File: src/rtl/mem_arb.sv
// Two-port (fetch / load-store) arbiter onto a single fixed-latency memory port.
// One access in flight at a time; round-robin on ties, combinational grant in idle.
module mem_arb #(
  parameter int unsigned RD_LAT = 1,
  parameter int unsigned AW     = 27
) (
  input  logic          clk,
  input  logic          rstn,
  input  logic          ifu_req,
  input  logic [AW-1:0] ifu_addr,
  output logic          ifu_gnt,
  output logic          ifu_rvalid,
  output logic [31:0]   ifu_rdata,
  input  logic          lsu_req,
  input  logic          lsu_wr,
  input  logic [7:0]    lsu_strb,
  input  logic [AW-1:0] lsu_addr,
  input  logic [63:0]   lsu_wdata,
  output logic          lsu_gnt,
  output logic          lsu_rvalid,
  output logic [63:0]   lsu_rdata,
  output logic          lsu_error,
  output logic          mem_cen,
  output logic          mem_wr,
  output logic [7:0]    mem_strb,
  output logic [AW-1:0] mem_addr,
  output logic [63:0]   mem_wdata,
  input  logic [63:0]   mem_rdata,
  input  logic          mem_error
);

  typedef enum logic [1:0] {StIdle, StWait, StResp} state_e;

  localparam logic [2:0]    LatCnt   = 3'(RD_LAT);
  localparam logic [AW-1:0] AddrMask = ~(AW'(7));

  state_e      state_q, state_d;
  logic [2:0]  cnt_q, cnt_d;
  logic        last_q, last_d;    // 1: LSU was granted last
  logic        owner_q, owner_d;  // 1: LSU owns the outstanding access
  logic        half_q, half_d;    // fetch address bit 2 selects upper word
  logic [63:0] data_q, data_d;
  logic        err_q, err_d;
  logic        pick_lsu;

  // On a tie the LSU wins unless it was the last one served.
  assign pick_lsu = lsu_req & (~ifu_req | ~last_q);

  always_comb begin
    state_d    = state_q;
    cnt_d      = cnt_q;
    last_d     = last_q;
    owner_d    = owner_q;
    half_d     = half_q;
    data_d     = data_q;
    err_d      = err_q;
    ifu_gnt    = 1'b0;
    lsu_gnt    = 1'b0;
    mem_cen    = 1'b0;
    mem_wr     = 1'b0;
    mem_strb   = 8'h00;
    mem_addr   = '0;
    mem_wdata  = '0;
    ifu_rvalid = 1'b0;
    lsu_rvalid = 1'b0;
    unique case (state_q)
      StIdle: begin
        if (rstn && (ifu_req || lsu_req)) begin
          mem_cen = 1'b1;
          state_d = StWait;
          cnt_d   = 3'd1;
          owner_d = pick_lsu;
          last_d  = pick_lsu;
          if (pick_lsu) begin
            lsu_gnt   = 1'b1;
            mem_wr    = lsu_wr;
            mem_strb  = lsu_strb;
            mem_addr  = lsu_addr;
            mem_wdata = lsu_wdata;
          end else begin
            ifu_gnt  = 1'b1;
            mem_strb = 8'hFF;
            mem_addr = ifu_addr & AddrMask;
            half_d   = ifu_addr[2];
          end
        end
      end
      StWait: begin
        if (cnt_q == LatCnt) begin
          data_d  = mem_rdata;
          err_d   = mem_error;
          state_d = StResp;
        end else begin
          cnt_d = cnt_q + 3'd1;
        end
      end
      StResp: begin
        ifu_rvalid = ~owner_q;
        lsu_rvalid = owner_q;
        state_d    = StIdle;
      end
      default: state_d = StIdle;
    endcase
  end

  always_ff @(posedge clk or negedge rstn) begin
    if (!rstn) begin
      state_q <= StIdle;
      cnt_q   <= 3'd0;
      last_q  <= 1'b0;
      owner_q <= 1'b0;
      half_q  <= 1'b0;
      data_q  <= 64'd0;
      err_q   <= 1'b0;
    end else begin
      state_q <= state_d;
      cnt_q   <= cnt_d;
      last_q  <= last_d;
      owner_q <= owner_d;
      half_q  <= half_d;
      data_q  <= data_d;
      err_q   <= err_d;
    end
  end

  assign ifu_rdata = half_q ? data_q[63:32] : data_q[31:0];
  assign lsu_rdata = data_q;
  assign lsu_error = lsu_rvalid & err_q;

endmodule
File: config.mk
export PLATFORM = sky130hd
export DESIGN_NAME = mem_arb
export DESIGN_NICKNAME = d
export VERILOG_FILES = /design/src/rtl/mem_arb.sv
export SDC_FILE = /design/constraint.sdc
export NUM_CORES = 1
export LEC_CHECK = 0
export ABC_CLOCK_PERIOD_IN_PS = 4200
export CORE_AREA = 5 5 152 154
export CTS_CLUSTER_DIAMETER = 60
export DETAILED_ROUTE_END_ITERATION = 10
export DIE_AREA = 0 0 157 159
export GPL_ROUTABILITY_DRIVEN = 0
export PLACE_DENSITY = 0.65
export SLEW_MARGIN = 20
export SYNTH_ARGS = -nofsm -noshare
export SYNTH_HDL_FRONTEND = slang
export SYNTH_SLANG_ARGS = --single-unit
export TNS_END_PERCENT = 5
File: constraint.sdc
create_clock -name clk -period 4.2 [get_ports clk]
set_input_delay 0.63 -clock clk [delete_from_list [all_inputs] [get_ports clk]]
set_output_delay 0.63 -clock clk [all_outputs]
set_load 0.01 [all_outputs]
# Word-level counts from Yosys, hierarchy flattened

Cells that the tools add are included.

Muxes and demuxes: 29
Bitwise operators: 6
Equality and inequality tests: 6
Reduce and logical (&&, ||, !) cells: 9
Add/sub/neg operators: 1

Operators by type and width:

| kind                  | count |
|---|---|
| $mux W64              | 3 |
| $mux W27              | 3 |
| $mux W32              | 1 |
| $mux W8               | 3 |
| $mux W1               | 13 |
| $mux W3               | 2 |
| $ne A2 B2 Y1 const B  | 3 |
| $pmux W3 S2           | 1 |
| $reduce_and A2 Y1     | 3 |
| $reduce_and A3 Y1     | 2 |
| $mux W2               | 2 |
| $pmux W2 S2           | 1 |
| $add A3 B1 Y3 const B | 1 |
| $eq A3 B1 Y1 const B  | 1 |
| $not A1 Y1            | 3 |
| $and A1 B1 Y1         | 2 |
| $eq A2 B1 Y1 const B  | 1 |
| $eq A2 B2 Y1 const B  | 1 |
| $logic_not A2 Y1      | 1 |
| $reduce_bool A2 Y1    | 1 |
| $logic_and A1 B1 Y1   | 1 |
| $logic_or A1 B1 Y1    | 1 |
| $or A1 B1 Y1          | 1 |

Bits in registers: 72
Word-level logic and storage cells: 57
Bits of input ports: 196

# Longest topological paths before layout

Gate-level depths: netlist of the first run.

Word-level depth: 6
Depth in mapped cells: 7

# Worst setup path after synthesis of the first run

Ideal clock, no wire load.

Kind: input to output
Start: in rstn
End: out mem_addr[10]
Data arrival time: 1.815 ns
Buffers on the path: 2
Path slack: 1.755 ns
Stages on the path: 5
Path through: or3b_1 buf_2 nor3b_4 buf_6 a22o_1

Word-level cells in the longest chain between the ends: 3

RTL lines:

| what                | RTL line | source |
|---|---|---|
| from (decl)         | 8        | `input logic rstn,` |
| $logic_and A1 B1 Y1 | 68       | `if (rstn && (ifu_req \|\| lsu_req)) begin` |
| $mux W27            | 68       |  |
| $mux W27            | 66       | `unique case (state_q)` |
| to (decl)           | 26       | `output logic [AW-1:0] mem_addr,` |

Every way passes these cells.

# Worst setup path in the final report of the first run

Start: in rstn
End: out mem_addr[12]

Same word-level chain as after synthesis.

==> metrics.cfg, run 1 <==
[status]
status = finished, final reports clean

[die]
num_rows = 54
die_w_um = 157
fp.dieArea_mm2 = 0.0250
core_region_area_mm2 = 0.0216
initial_utilization_pct = 18.3
io_pins = 398
die_y_um = 159

[placed_design]
port_buffers = 395
dp_hpwl_um = 17800

[global_route]
grt_max_degree = 94
grt_overflow = 0
grt_pass1_wl_um = 30400
grt_usage_pct = 16.6
grt_pass1_vias = 4463
antenna_found_initial = 2

[drt]
drc = 0
routed_via_density = 4.16
vias = 4137
drt_wl_total_um = 21900
wl_per_cell_um = 22.1
drtIter0Drc = 109
ant_nets = 0
dr.pass1.iters = 4

[synth]
avgSynthCellArea_um2 = 12.2
ys_seq_area_share_pct = 45.6
syn-num-nets = 522
synth_top_area_cell = dfrtp_1
synth_warnings = 0
syn_inst = 324
syn_area_mm2 = 0.00395
synth_area_leaders = dfrtp_1 46%, mux2_2 28%, and2_1 11%
synthArstFlopShare_pct = 100
yosysUniqueCellTypes = 27
synth_top_area_share_pct = 45.6
synth_commonest_cells = 98 x mux2_2, 72 x dfrtp_1, 69 x and2_1
synth.most_common_cell = mux2_2
synth_seq_cells = 72
synth_edf_count = 0
synth_top_flop_cell = dfrtp_1

[power_and_ir_drop]
p_seq_share_pct = 29.6
pwr-share-clk_pct = 22.4
internal_power_mw = 2.57
p_per_area_mw_per_mm2 = 439
pwr-share-comb_pct = 48.0
p_leak_nw = 3.30
switching_share_pct = 31.1
switchingPower_mw = 1.16
ir_drop_mv = 0.308

[clocking]
clockBufferDepth = 2
ctsHoldBuffers = 0
htreeDepth = 3
cts-resized-gates = 0
cts_root_buf = clkbuf_16
cts_tree = built
clock_sinks = 72
worstSkewPairLatency_ns = 0.34
cts_setup_buffers = 0
cts_buffers = 9
clk_pin_slew_ns = 0.06

[timing]
grt_setup_unrepaired = false
drv_slew = 0
clock.fmax_mhz = 288
setup-violations-final = 0
final.min_clock_period_ns = 3.48
slew_headroom_pct = 41.9
whs_ns = 0.155
fin_setup_tns_ns = 0
hold_viol = 0
period_share_pct = 82.7
fin_worst_skew_ns = 0.0101
tightestPinTransition_ns = 0.871

[cells_and_area]
diodes = 0
nNetsFinal = 907
drive_above_1_share_pct = 18.1
area_delta_synth_final_pct = 115

[worst_setup_path]
r2r_start = state_q[0]
cp_num_buf_inv = 3
path_max_fanout = 25
cp.required_ns = 3.57
cpMaxStageDelayCell = clkdlybuf4s50_1
critPathMaxStageDelay_ns = 0.64
cp_top_family = buffers and inverters
path_class = in -> out
startpoint_type = input pin
crit_path_end_kind = primary output
cp.arrival_ns = 2.85
crit_start = rstn
cp_cell_sequence = buf_4 > or3b_1 > nor3b_4 > buf_12 > a22o_1 > clkdlybuf4s50_1

[flow_run]
cap_violations = 0

[hold_path]
hp-class = in -> async

-- through the flow --
step	worst slack (ns)	util [%]	area (um^2)	total power, mW	std cells
finish	0.725	39.5	8510	3.73	994
global route	0.567	39.5	8510	3.94	994
CTS	0.672	39.5	8510	3.81	994
detailed placement	0.679	38.0	8190	2.93	978
global placement	0.690	38.0	8190	2.93	978
floorplan	1.76	-	3950	1.76	324
-- power groups by stage --
| stage | Clock, mW | Sequential [mW] | Combinational (mW) |
|---|---|---|---|
| finish | 0.836 | 1.10 | 1.79 |
| global route | 0.896 | 1.14 | 1.90 |
| CTS | 0.867 | 1.12 | 1.83 |
| detailed placement | 0 | 1.12 | 1.81 |
| global placement | 0 | 1.12 | 1.81 |
| floorplan | 0 | 1.12 | 0.641 |
-- metal layers --
metal  routed length, um  global-route usage (%)  part of all wire [%]
met5                  19                       0                 0.087
met4                 767                    6.59                   3.5
met3                2520                    7.42                    11
met2               10400                    27.9                    48
met1                8220                    18.2                    37
-- path summary, 6_finish.rpt --
kind	to	slack, ns	cells after the start
worst max-delay path	mem_addr[12]	0.72	6
worst min-delay path	err_q	0.16	1
worst max register to register	cnt_q[1]	2.32	3
worst min register to register	err_q	0.51	1
max in group asynchronous	lsu_rdata[11]	3.00	2
min in group clk	err_q	0.51	1
-- cells in the final DEF (no fill, tap or decap) --
cell type and count:
bufinv_16 2, inv_1 1, mux2_4 1, nor2b_1 2, clkbuf_16 9, nand2b_1 2
and2_1 69, nor2_1 3, o22ai_1 3, nor2_4 2, a21o_1 1, buf_12 3
buf_4 7, clkinv_4 2, nor3b_1 1, clkinv_2 1, o21ai_0 3, ha_1 2
nor3b_4 1, or2b_1 1, mux2i_1 1, clkbuf_1 1, a21bo_2 1, nand2_1 1
a22o_1 24, o21a_1 7, and3b_1 1, clkdlybuf4s50_1 390, mux2_2 98, inv_6 1
or3b_1 1, dfrtp_2 1, dfrtp_1 71
-- worst reg2reg max path, delay by kind of cell, from the launching register on --
family / cells / cell delay [ns]
flops: 1 / 0.39
compound gates: 1 / 0.14
simple gates: 2 / 1.19
-- state kept, by name, indices dropped and copies added (netlist names) --
register	flops
err_q	1
lsu_rdata	64
owner_q	1
half_q	1
state_q	2
cnt_q	3
-- final cells by class --
class	instances	area, um^2
multi-input cells	225	2010
repair buffers	400	4020
clock buffers	10	229
inverters	1	3.75
flip-flops and latches	72	1800
well taps	280	350
fillers	2140	13000
clock inverters	6	91.3
-- cell families (layout without fill, tap and decap cells) --
| group | after synthesis | after routing | share of synthesized area (%) |
|---|---|---|---|
| flops | 72 | 72 | 45.6 |
| simple gates | 84 | 84 | 13.4 |
| mux | 100 | 100 | 28.5 |
| fa+ha+maj | 2 | 2 | 0.633 |
| buf+inv | 27 | 417 | 3.89 |
| compound gates | 39 | 39 | 7.94 |
(Power assumes the default switching activity.)
==> inputs of run 2 (changes only) <==
--- a/config.mk
+++ b/config.mk
@@ -5,7 +5,7 @@
 export SDC_FILE = /design/constraint.sdc
 export NUM_CORES = 1
 export LEC_CHECK = 0
-export ABC_CLOCK_PERIOD_IN_PS = 4200
+export ABC_CLOCK_PERIOD_IN_PS = 3400
 export CORE_AREA = 5 5 152 154
 export CTS_CLUSTER_DIAMETER = 60
 export DETAILED_ROUTE_END_ITERATION = 10
==> constraint.sdc (replaced) <==
create_clock -name clk -period 3.4 [get_ports clk]
set_input_delay 0.51 -clock clk [delete_from_list [all_inputs] [get_ports clk]]
set_output_delay 0.51 -clock clk [all_outputs]
set_load 0.01 [all_outputs]
==> metrics.cfg, run 2 (synthesized netlist as in run 1, its figures left out) <==
[clocking]
cts_buffers = 9  ; unchanged
cts_setup_buffers = 0  ; unchanged
clock_sinks = 72  ; unchanged
htreeDepth = 3  ; unchanged
cts_tree = built
clockBufferDepth = 2  ; unchanged
cts_root_buf = clkbuf_16
worstSkewPairLatency_ns = 0.33  ; about the same
cts-resized-gates = 0  ; unchanged
ctsHoldBuffers = 0  ; unchanged
clk_pin_slew_ns = 0.06  ; about the same

[timing]
clock.fmax_mhz = 316
drv_slew = 0  ; unchanged
grt_setup_unrepaired = false
hold_viol = 0  ; unchanged
period_share_pct = 93.0
final.min_clock_period_ns = 3.16
fin_setup_tns_ns = 0  ; unchanged
slew_headroom_pct = 43.3  ; +1.4 points
fin_worst_skew_ns = 0.0123  ; +0.00221 ns
tightestPinTransition_ns = 0.850  ; -0.0217 ns
setup-violations-final = 0  ; unchanged

[die]
io_pins = 398  ; unchanged
num_rows = 54  ; unchanged
initial_utilization_pct = 18.3  ; unchanged
die_w_um = 157  ; unchanged
die_y_um = 159  ; unchanged
fp.dieArea_mm2 = 0.0250  ; unchanged
core_region_area_mm2 = 0.0216  ; unchanged

[power_and_ir_drop]
ir_drop_mv = 0.355  ; +15%
p_leak_nw = 3.31  ; +0.30%
p_per_area_mw_per_mm2 = 531  ; +21%

[worst_setup_path]
cpMaxStageDelayCell = clkdlybuf4s50_1
cp.arrival_ns = 2.65  ; -0.20 ns
cp_cell_sequence = or3b_1 > nor3b_4 > buf_4 > a22o_1 > clkdlybuf4s50_1
cp_num_buf_inv = 2  ; -1
crit_path_end_kind = primary output
path_max_fanout = 25  ; unchanged
cp_top_family = buffers and inverters
critPathMaxStageDelay_ns = 0.59  ; -0.05 ns
startpoint_type = flip-flop
path_class = reg -> out
cp.required_ns = 2.89  ; -0.68 ns

[placed_design]
place_area_mm2 = 0.00820  ; +0.21%
dp_hpwl_um = 17900  ; +0.64%
port_buffers = 395  ; unchanged

[flow_run]
cap_violations = 0  ; unchanged

[drt]
ant_nets = 0  ; unchanged
dr.pass1.iters = 4  ; unchanged
drc = 0  ; unchanged
drtIter0Drc = 124  ; +14%
routed_via_density = 4.13  ; -0.69%
drt_wl_total_um = 21700  ; -0.94%
vias = 4125  ; -0.29%
wl_per_cell_um = 21.8  ; -1.3%

[global_route]
antenna_found_initial = 1  ; -1
grt_overflow = 0  ; unchanged
grt_max_degree = 73  ; -22%
grt_pass1_wl_um = 30300  ; -0.48%
grt_usage_pct = 16.4  ; -0.22 points
grt_pass1_vias = 4454  ; -0.20%

[cells_and_area]
diodes = 0  ; unchanged
area_delta_synth_final_pct = 115  ; about the same
largest_register_ffs = 64  ; unchanged
most-common-layout-cells = 390 x clkdlybuf4s50_1, 98 x mux2_2, 71 x dfrtp_1, 69 x and2_1, 24 x a22o_1
final_area_mm2 = 0.00850  ; about the same
nNetsFinal = 911  ; +0.44%
mostFrequentLayoutCell = clkdlybuf4s50_1
drive_above_1_share_pct = 18.7  ; +0.60 points
utilization_pct = 39.4  ; about the same

[hold_path]
hp-class = in -> async

[status]
status = finished, final reports clean

==> run 2: worst reg2reg max path, delay by kind of cell (launching register included) <==
family | cells | cell delay, ns
and+or+nand+nor | 2 | 0.81
buffers and inverters | 1 | 0.46
muxes | 1 | 0.41
DFF | 1 | 0.39
==> run 2: area by class of cell <==
| type | instances | area, um^2 |
|---|---|---|
| Clock buffer | 9 | 225 |
| Multi-Input combinational cell | 225 | 2010 |
| Timing Repair Buffer | 404 | 4030 |
| Sequential cell | 72 | 1800 |
| Clock inverter | 7 | 71.3 |
| Fill cell | 2145 | 13100 |
| Inverter | 1 | 3.75 |
| Tap cell | 280 | 350 |
==> run 2: per-layer routing <==
metal	vias up	share of wire [%]	GRT usage (%)	routed length (um)
met4	2	2.3	4.89	492
met1	1943	36	17.7	7880
li1	1914	-	-	-
met3	23	12	7.45	2660
met5	-	0.032	0	7
met2	243	49	28.6	10700
==> run 2: report_power, final <==
| group | internal [mW] | switching (mW) |
|---|---|---|
| Sequential | 1.10 | 0.259 |
| Clock | 0.569 | 0.377 |
| Combinational | 1.43 | 0.778 |
==> run 2: worst paths after layout <==
kind | slack, ns | startpoint | cells after the start | to
setup / recovery | 0.24 | state_q[0] | 5 | mem_addr[13]
hold / removal | 0.15 | rstn | 2 | cnt_q[2]
setup reg to reg | 1.23 | state_q[1] | 4 | lsu_rdata[33]
hold reg to reg | 0.50 | err_q | 1 | err_q
max in group asynchronous | 2.21 | rstn | 3 | lsu_rdata[35]
min in group clk | 0.50 | err_q | 1 | err_q
==> run 2: per-stage QoR <==
step                hold slack, ns  instances  power (mW)  setup WS (ns)
finish                       0.147        998        4.52          0.238
global route                 0.160        998        4.79         0.0988
CTS                          0.147        998        4.62          0.175
detailed placement           0.494        982        3.62          0.231
global placement             0.499        982        3.62          0.233
floorplan                    0.214        324        2.17           1.20
==> inputs of run 3 (changes only) <==
--- a/config.mk
+++ b/config.mk
@@ -5,12 +5,13 @@
 export SDC_FILE = /design/constraint.sdc
 export NUM_CORES = 1
 export LEC_CHECK = 0
-export ABC_CLOCK_PERIOD_IN_PS = 3400
+export ABC_CLOCK_PERIOD_IN_PS = 3700
 export CORE_AREA = 5 5 152 154
 export CTS_CLUSTER_DIAMETER = 60
 export DETAILED_ROUTE_END_ITERATION = 10
 export DIE_AREA = 0 0 157 159
 export GPL_ROUTABILITY_DRIVEN = 0
+export GPL_TIMING_DRIVEN = 0
 export PLACE_DENSITY = 0.65
 export SLEW_MARGIN = 20
 export SYNTH_ARGS = -nofsm -noshare
==> constraint.sdc (replaced) <==
create_clock -name clk -period 3.7 [get_ports clk]
set_input_delay 0.555 -clock clk [delete_from_list [all_inputs] [get_ports clk]]
set_output_delay 0.555 -clock clk [all_outputs]
set_load 0.01 [all_outputs]
==> metrics.cfg, run 3 (synthesized netlist as in run 1, its figures left out) <==
[status]
status = finished, final reports clean

[global_route]
grt_pass1_vias = 4593  ; +3.1%
grt_usage_pct = 17.2  ; +0.80 points
antenna_found_initial = 1  ; unchanged
grt_overflow = 0  ; unchanged
grt_max_degree = 42  ; -42%
grt_pass1_wl_um = 31600  ; +4.3%

[power_and_ir_drop]
p_leak_nw = 3.36  ; +1.4%
p_per_area_mw_per_mm2 = 482  ; -9.4%
switchingPower_mw = 1.33  ; -6.1%
fin_total_pwr_mw = 4.13  ; -8.7%
p_seq_share_pct = 29.1  ; -1.1 points
ir_drop_mv = 0.303  ; -15%
pwr-share-comb_pct = 51.6  ; +2.7 points
switching_share_pct = 32.2  ; +0.88 points
internal_power_mw = 2.80  ; -9.8%
pwr-share-clk_pct = 19.3  ; -1.6 points

[clocking]
clk_pin_slew_ns = 0.06  ; about the same
htreeDepth = 3  ; unchanged
ctsHoldBuffers = 0  ; unchanged
worstSkewPairLatency_ns = 0.33  ; about the same
cts_tree = built
clockBufferDepth = 2  ; unchanged
cts_root_buf = clkbuf_16
clock_sinks = 72  ; unchanged
cts_buffers = 9  ; unchanged

[drt]
drt_wl_total_um = 22800  ; +4.9%
dr.pass1.iters = 4  ; unchanged
ant_nets = 0  ; unchanged
drc = 0  ; unchanged
drtIter0Drc = 129  ; +4.0%
vias = 4204  ; +1.9%
wl_per_cell_um = 22.4  ; +2.9%
routed_via_density = 4.13  ; about the same

[worst_setup_path]
crit_path_end_kind = primary output
startpoint_type = input pin
path_max_fanout = 10  ; -60%
path_class = in -> out
cp.required_ns = 3.14  ; +0.25 ns
r2r_cells = 5  ; +1
setup.worst_path.end = mem_addr[13]
r2r_start = state_q[1]
crit_start = lsu_req
cp.arrival_ns = 2.98  ; +0.33 ns
rrSetupSlack_ns = 1.65  ; +0.42 ns
r2r-end = lsu_rdata[2]

[cells_and_area]
nFillCells = 2123  ; -1.0%
finalNonFillerCells = 1018  ; +2.0%
nNetsFinal = 931  ; +2.2%
diodes = 0  ; unchanged
final_area_mm2 = 0.00857  ; +0.79%
largest_register_ffs = 64  ; unchanged
mostFrequentLayoutCell = clkdlybuf4s50_1
drive_above_1_share_pct = 18.8  ; +0.17 points
area_delta_synth_final_pct = 117
most-common-layout-cells = 394 x clkdlybuf4s50_1, 98 x mux2_2, 72 x dfrtp_1, 69 x and2_1, 24 x a22o_1
utilization_pct = 39.8  ; +0.31 points

[die]
core_region_area_mm2 = 0.0216  ; unchanged
die_w_um = 157  ; unchanged
io_pins = 398  ; unchanged
die_y_um = 159  ; unchanged
fp.dieArea_mm2 = 0.0250  ; unchanged
initial_utilization_pct = 18.3  ; unchanged
num_rows = 54  ; unchanged

[timing]
period_share_pct = 95.7
fin_worst_skew_ns = 0.00626  ; -0.00607 ns
hold_viol = 0  ; unchanged
grt_setup_unrepaired = false
finalWorstSetupSlack_ns = 0.160  ; -0.0778 ns
drv_slew = 0  ; unchanged
tightestPinTransition_ns = 0.768  ; -0.0821 ns
setup-violations-final = 0  ; unchanged
slew_headroom_pct = 48.8  ; +5.5 points
final.min_clock_period_ns = 3.54
clock.fmax_mhz = 283

[hold_path]
hp-class = in -> async

[flow_run]
cap_violations = 0  ; unchanged

[placed_design]
post-place-ws_ns = -0.0778  ; -0.309 ns
dp.cells = 1000  ; +1.8%
port_buffers = 395  ; unchanged
dp_hpwl_um = 19100  ; +7.0%
place_area_mm2 = 0.00828  ; +0.96%

run 3: cell types whose count changed in the layout (fill, tap and decap cells not counted), moves of 2 or more:
| cell | before | now |
|---|---|---|
| buf_6 | 0 | 3 |
| nor2_4 | 2 | 0 |
| nor2_1 | 3 | 5 |
| buf_12 | 2 | 0 |
| clkdlybuf4s50_1 | 390 | 394 |
| buf_4 | 12 | 8 |
| buf_2 | 0 | 7 |
| clkbuf_1 | 0 | 8 |
| clkbuf_2 | 0 | 5 |
| clkinvlp_4 | 0 | 2 |
run 3: through the flow:
stage	setup TNS (ns)	hold slack, ns
CTS	0	0.186
global placement	-323.23	0.496
detailed placement	-0.589	0.496
global route	0	0.124
finish	0	0.111
floorplan	0	0.259
run 3: worst min path at each step:
stage,from,endpoint,slack [ns],cells past startpoint
4_1_cts,rstn,lsu_rdata[44],0.19,1
3_3_place_gp,err_q,err_q,0.50,1
2_1_floorplan,rstn,cnt_q[0],0.26,0
3_5_place_dp,err_q,err_q,0.50,1
6_report,rstn,lsu_rdata[12],0.11,1
5_1_grt,rstn,lsu_rdata[12],0.12,1
run 3: repair_timing:
item,CTS,global route
resized for setup,0,1
endpoints found under the setup margin,13,19
setup buffers,2,0
pin swaps,1,0
run 3: metal layers:
metal | track usage [%] | part of all wire (%) | up-vias | wire [um]
li1 | - | - | 1949 | -
met1 | 19.4 | 39 | 1991 | 8810
met2 | 29.9 | 49 | 242 | 11100
met3 | 6.41 | 10 | 20 | 2310
met4 | 5.40 | 2.6 | 2 | 586
met5 | 0 | 0.057 | - | 13
run 3: power by group through the flow:
stage,clock network [mW],logic [mW],registers [mW]
2_1_floorplan,0,0.727,1.27
3_3_place_gp,0,2.15,1.21
3_5_place_dp,0,2.15,1.22
4_1_cts,0.826,2.17,1.21
5_1_grt,0.854,2.27,1.24
6_report,0.794,2.13,1.20
run 3: critical path, stage by stage:
cell and delay (ns):
clkdlybuf4s50_1 0.49, a21bo_2 0.22, buf_2 0.18, nor2_1 0.20
buf_4 0.23, buf_2 0.23, a22o_1 0.26, clkdlybuf4s50_1 0.62
run 3: layout make-up:
type | count | area (um^2) | share of cell area [%]
Timing Repair Buffer | 398 | 4000 | 46.7
Multi-Input combinational cell | 225 | 2000 | 23.3
Sequential cell | 72 | 1800 | 21.0
Tap cell | 280 | 350 | 4.09
Clock buffer | 11 | 233 | 2.72
Buffer | 26 | 150 | 1.75
Clock inverter | 5 | 33.8 | 0.394
Inverter | 1 | 3.75 | 0.0438
==> edit 1, RTL diff (flow settings as in run 2) <==
Put a register stage on the output `lsu_error`. The value now appears one clock later. The other outputs are not delayed to match.
--- a/src/rtl/mem_arb.sv
+++ b/src/rtl/mem_arb.sv
@@ -126,5 +126,7 @@
   assign ifu_rdata = half_q ? data_q[63:32] : data_q[31:0];
   assign lsu_rdata = data_q;
-  assign lsu_error = lsu_rvalid & err_q;
+  always_ff @(posedge clk) begin
+    lsu_error <= lsu_rvalid & err_q;
+  end
 
 endmodule
Function: changed (Yosys sat finds a counterexample within 4 cycles, from zero or initial values and one cycle with rstn low).
==> edit 1 against run 2 <==
Synthesized area rose by 0.51%. Clock skew fell by 0.0031 ns. Final area rose by 0.87%. Setup slack improved by 0.0043 ns. Sequential share of layout area rose by 0.051 points. Power rose by 3.1%. Core utilization rose by 0.34 points. Global-route usage rose by 0.93 points. First-iteration DRC count rose by 39%. Synthesized cell count rose by 0.31%. Count of clock-buffer cells in the layout rose by 1. Sequential cell count rose by 1. Wire length rose by 4.5%. Largest power group unchanged. Highest routed layer unchanged.
==> edit 1: results <==
metrics = {
    "global_route": {
        "grt_pass1_vias": 4482,
        "grt_pass1_wl_um": 31280,
        "antenna_found_initial": 2,
        "grt_max_degree": 59,
        "track_usage_pct": 17.32,
        "grt_overflow": 0,
    },
    "logic_synthesis": {
        "avgSynthCellArea_sq_um": 12.23,
        "yosys-top-cells-area": "dfrtp_1 (45%), mux2_2 (28%), and2_1 (11%), a22o_1 (5.3%), o21a_1 (1.3%)",
        "ys_async_sr_fraction_pct": 98.63,
        "ys_seq_area_share_pct": 45.84,
        "synth_fp_nets": 523,
        "synth_cell_types": 28,
    },
    "clock_tree": {
        "post_cts_buffers": 0,
        "cts.repair.resized": 0,
        "clk_pin_slew_worst_paths_ns": 0.07,
        "clk_path_buf_depth": 2,
        "htree_levels": 3,
        "clock_latency_ns": 0.34,
        "cts_buffers": 9,
    },
    "detailed_routing": {
        "drt_iter0_markers": 172,
        "wirelength_um": 22720,
        "vias": 4158,
    },
    "power_and_ir_drop": {
        "p_leak_uw": 0.003348,
        "vdd_drop_max_v": 0.0003479,
        "power.switching_uw": 1450,
    },
    "timing": {
        "worst-slew-pin-transition_ns": 0.7977,
        "skew_ns": 0.009261,
    },
    "layout": {
        "drive_gt1_share_pct": 19.28,
        "n_fill_cell": 2089,
        "fin_nets": 914,
        "largest_reg_flops": 64,
        "stdcell_count": 1001,
        "n_antenna_cell": 0,
    },
    "critical_path": {
        "cp_slowest_stage_delay_ns": 0.62,
        "critPathSlowestCell": "clkdlybuf4s50_1",
        "cp_top_family": "simple AND/OR/NAND/NOR gates",
        "arrival_ns": 2.65,
    },
    "run_status": {
        "outcome": "finished, final reports clean",
    },
    "placement": {
        "dp_cells": 985,
        "dp_hpwl_um": 18610,
        "place_ws_ns": 0.3196,
    },
}
[edit 1: through the flow]
step / util (%) / hold slack [ns] / instance area, sq um
floorplan: - / 0.2144 / 3974
global placement: 38.30 / 0.4582 / 8254
detailed placement: 38.30 / 0.4649 / 8254
CTS: 39.78 / 0.1435 / 8574
global route: 39.78 / 0.1511 / 8574
finish: 39.78 / 0.1385 / 8574
[edit 1: power groups by stage]
| stage | logic [uW] | clock network (uW) | registers (uW) |
|---|---|---|---|
| after floorplan | 791 | 0 | 1390 |
| after global placement | 2310 | 0 | 1360 |
| final | 2270 | 1040 | 1350 |
| after detailed placement | 2300 | 0 | 1370 |
| after CTS | 2320 | 1080 | 1360 |
| after global routing | 2410 | 1110 | 1390 |
[edit 1: final cells by class]
class	instances	area (sq um)	area share, %
Inverter	1	3.754	0.04378
Multi-Input combinational cell	225	2013	23.48
Clock buffer	10	229.0	2.670
Tap cell	280	350.3	4.086
Clock inverter	6	91.34	1.065
Timing Repair Buffer	406	4064	47.40
Sequential cell	73	1823	21.26
[edit 1: logic make-up after synthesis]
| family | share of synthesized area, % |
|---|---|
| compound gates | 7.903 |
| simple gates | 13.35 |
| flops | 45.84 |
| buf+inv | 3.872 |
| fa+ha+maj | 0.6296 |
| mux | 28.40 |
[edit 1: worst paths after layout]
| check | from | to | slack (ns) | depth (start not counted) |
|---|---|---|---|---|
| min reg2reg | err_q | lsu_error | 0.47 | 1 |
| max | state_q[0] | mem_addr[9] | 0.24 | 5 |
| max reg2reg | state_q[1] | lsu_rdata[51] | 1.55 | 4 |
| min | rstn | lsu_rdata[37] | 0.14 | 2 |
| min in group clk | err_q | lsu_error | 0.47 | 1 |
| max in group asynchronous | rstn | lsu_rdata[27] | 2.21 | 3 |
[edit 1: per-layer routing]
layer | track usage [%] | vias to the layer above | routed length [um]
li1 | - | 1922 | -
met1 | 19.50 | 1956 | 8649
met2 | 27.93 | 248 | 10480
met3 | 8.834 | 28 | 2831
met4 | 6.509 | 4 | 728
met5 | 0 | - | 27
==> edit 2, RTL diff (config.mk and constraints of run 2) <==
Without the edit above. Change the parameter `AW` from 27 to 54.
--- a/src/rtl/mem_arb.sv
+++ b/src/rtl/mem_arb.sv
@@ -3,5 +3,5 @@
 module mem_arb #(
   parameter int unsigned RD_LAT = 1,
-  parameter int unsigned AW     = 27
+  parameter int unsigned AW     = 54
 ) (
   input  logic          clk,
Ports: changed (resized ifu_addr, lsu_addr and mem_addr); port bits go from 398 to 479. No check against the original RTL was run, so the function may have changed too.
==> edit 2 against run 2 <==
Synthesized area up 8.0%. Worst hold slack better by 0.021 ns. Power up 4.6%. Final area up 13%. Non-clock buffer count up 86. Fmax down 2.3%. Sequential cell count unchanged. Global-route usage up 2.8 points. Setup slack worse by 0.073 ns. Wire length up 17%. Sequential share of layout area down 2.5 points. Critical path type unchanged. Highest routed layer unchanged.
==> edit 2: results <==
metrics = {
    "logic_synthesis": {
        "synth_compound_area_share_pct": 12.89,
        "synth_warnings": 0,
        "synthTopCellsByCount": "mux2_2 (98), dfrtp_1 (72), and2_1 (69)",
        "yosys-top-cells-area": "dfrtp_1 (42%), mux2_2 (26%), a22o_1 (10%), and2_1 (10%), buf_4 (1.8%)",
        "synth_cell_types": 28,
        "avgSynthCellArea_sq_um": 11.93,
        "ys_async_sr_fraction_pct": 100.0,
        "yosys_most_used_dff": "dfrtp_1",
        "synthAdderAreaFrac_pct": 0.5858,
        "yosysTopAreaCellShare_pct": 42.18,
        "ys_seq_area_share_pct": 42.18,
        "synth_fp_nets": 610,
        "synth_mux_area_share_pct": 26.33,
        "synth-xor-area-share_pct": 0,
    },
    "detailed_routing": {
        "wl_per_cell_um": 22.90,
        "vias": 4765,
        "firstDrtPassIters": 4,
        "wirelength_um": 25440,
        "drt_iter0_markers": 177,
        "drc": 0,
    },
    "placement": {
        "port_buffers": 476,
        "dp_hpwl_um": 21110,
    },
    "critical_path": {
        "r2r_cells": 6,
        "startpoint_type": "flip-flop",
        "crit_fanout": 53,
        "arrival_ns": 2.73,
    },
    "timing": {
        "skew_ns": 0.007732,
        "worst-slew-pin-transition_ns": 0.7191,
    },
    "layout": {
        "drive_gt1_share_pct": 16.51,
        "fin_nets": 1078,
        "largest_reg_flops": 64,
    },
    "power_and_ir_drop": {
        "p_leak_uw": 0.003740,
        "vdd_drop_max_v": 0.0003106,
    },
    "global_route": {
        "grt_pass1_wl_um": 35600,
        "antenna_found_initial": 1,
        "track_usage_pct": 19.19,
        "grt_pass1_vias": 5148,
        "grt_max_degree": 55,
    },
    "run_status": {
        "outcome": "finished, final reports clean",
    },
    "clock_tree": {
        "clock_latency_ns": 0.33,
        "root_buffer": "clkbuf_16",
        "clk_path_buf_depth": 2,
        "htree_levels": 3,
        "cts.repair.resized": 0,
        "clk_pin_slew_worst_paths_ns": 0.06,
        "cts_buffers": 9,
        "post_cts_buffers": 0,
    },
    "min_path": {
        "min_path_type": "input pin to async pin",
    },
}
-- edit 2: cell types whose count changed in the layout (fill, tap and decap cells not counted) --
cell / before / now
mux2_1: 0 / 1
inv_6: 1 / 0
clkinvlp_4: 0 / 1
clkinv_4: 2 / 1
diode_2: 0 / 1
clkdlybuf4s50_1: 390 / 470
or2b_1: 1 / 0
nand2b_1: 2 / 3
dfrtp_2: 1 / 0
buf_4: 12 / 13
mux2_4: 1 / 0
buf_12: 2 / 7
dfrtp_1: 71 / 72
a22o_1: 24 / 51
-- edit 2: final timing paths --
kind	startpoint	endpoint	slack, ns
setup / recovery	state_q[0]	mem_addr[40]	0.16
hold reg to reg	lsu_rdata[54]	lsu_rdata[54]	0.53
min in group clk	lsu_rdata[54]	lsu_rdata[54]	0.53
hold / removal	rstn	lsu_rdata[5]	0.17
setup reg to reg	cnt_q[1]	lsu_rdata[28]	1.51
max in group asynchronous	rstn	lsu_rdata[50]	2.24
-- edit 2: cells by family (layout without fill, tap and decap cells) --
family	after synthesis	count (layout)
adder cells (fa/ha/maj)	2	2
flip-flops	72	72
AND/OR/NAND/NOR	84	84
other	0	1
AO/OA/AOI/OAI	66	66
buffers and inverters	34	506
multiplexers	100	100
-- edit 2: per-stage QoR --
step | cell area (sq um) | worst slack (ns) | total power [uW]
after floorplan | 4272 | 1.272 | 2234
after global placement | 9343 | 0.2381 | 3830
after detailed placement | 9343 | 0.2238 | 3834
after CTS | 9629 | 0.1466 | 4800
after global routing | 9629 | 0.09207 | 4986
final | 9632 | 0.1647 | 4723
-- edit 2: final cells by class --
type                    count  area [sq um]
flip-flops and latches     72          1802
inverters                   1         3.754
well taps                 280         350.3
clock buffers               9         225.2
multi-input cells         252          2245
diodes                      1         2.502
fillers                  2045         11920
clock inverters             6         61.31
repair buffers            490          4942
-- edit 2: critical path, stage by stage, from the launching register on --
cell and delay [ns]:
dfrtp_1 0.40, or3b_1 0.52, nor3b_4 0.28, buf_12 0.27, a22o_1 0.24, clkdlybuf4s50_1 0.66
-- edit 2: power by group --
group	leakage [uW]	internal [uW]	total, uW	switching (uW)
combinational	0.00275	1570	2490	924
clock	0.000141	561	921	360
sequential	0.000844	1100	1310	205
total	0.00374	3230	4720	1490
-- edit 2: per-layer routing --
| layer | track usage (%) | wire length, um | up-vias |
|---|---|---|---|
| met5 | 0 | 13 | - |
| met4 | 5.207 | 498 | 2 |
| met3 | 10.46 | 3785 | 24 |
| met2 | 28.86 | 11010 | 270 |
| met1 | 23.84 | 10130 | 2246 |
| li1 | - | - | 2223 |
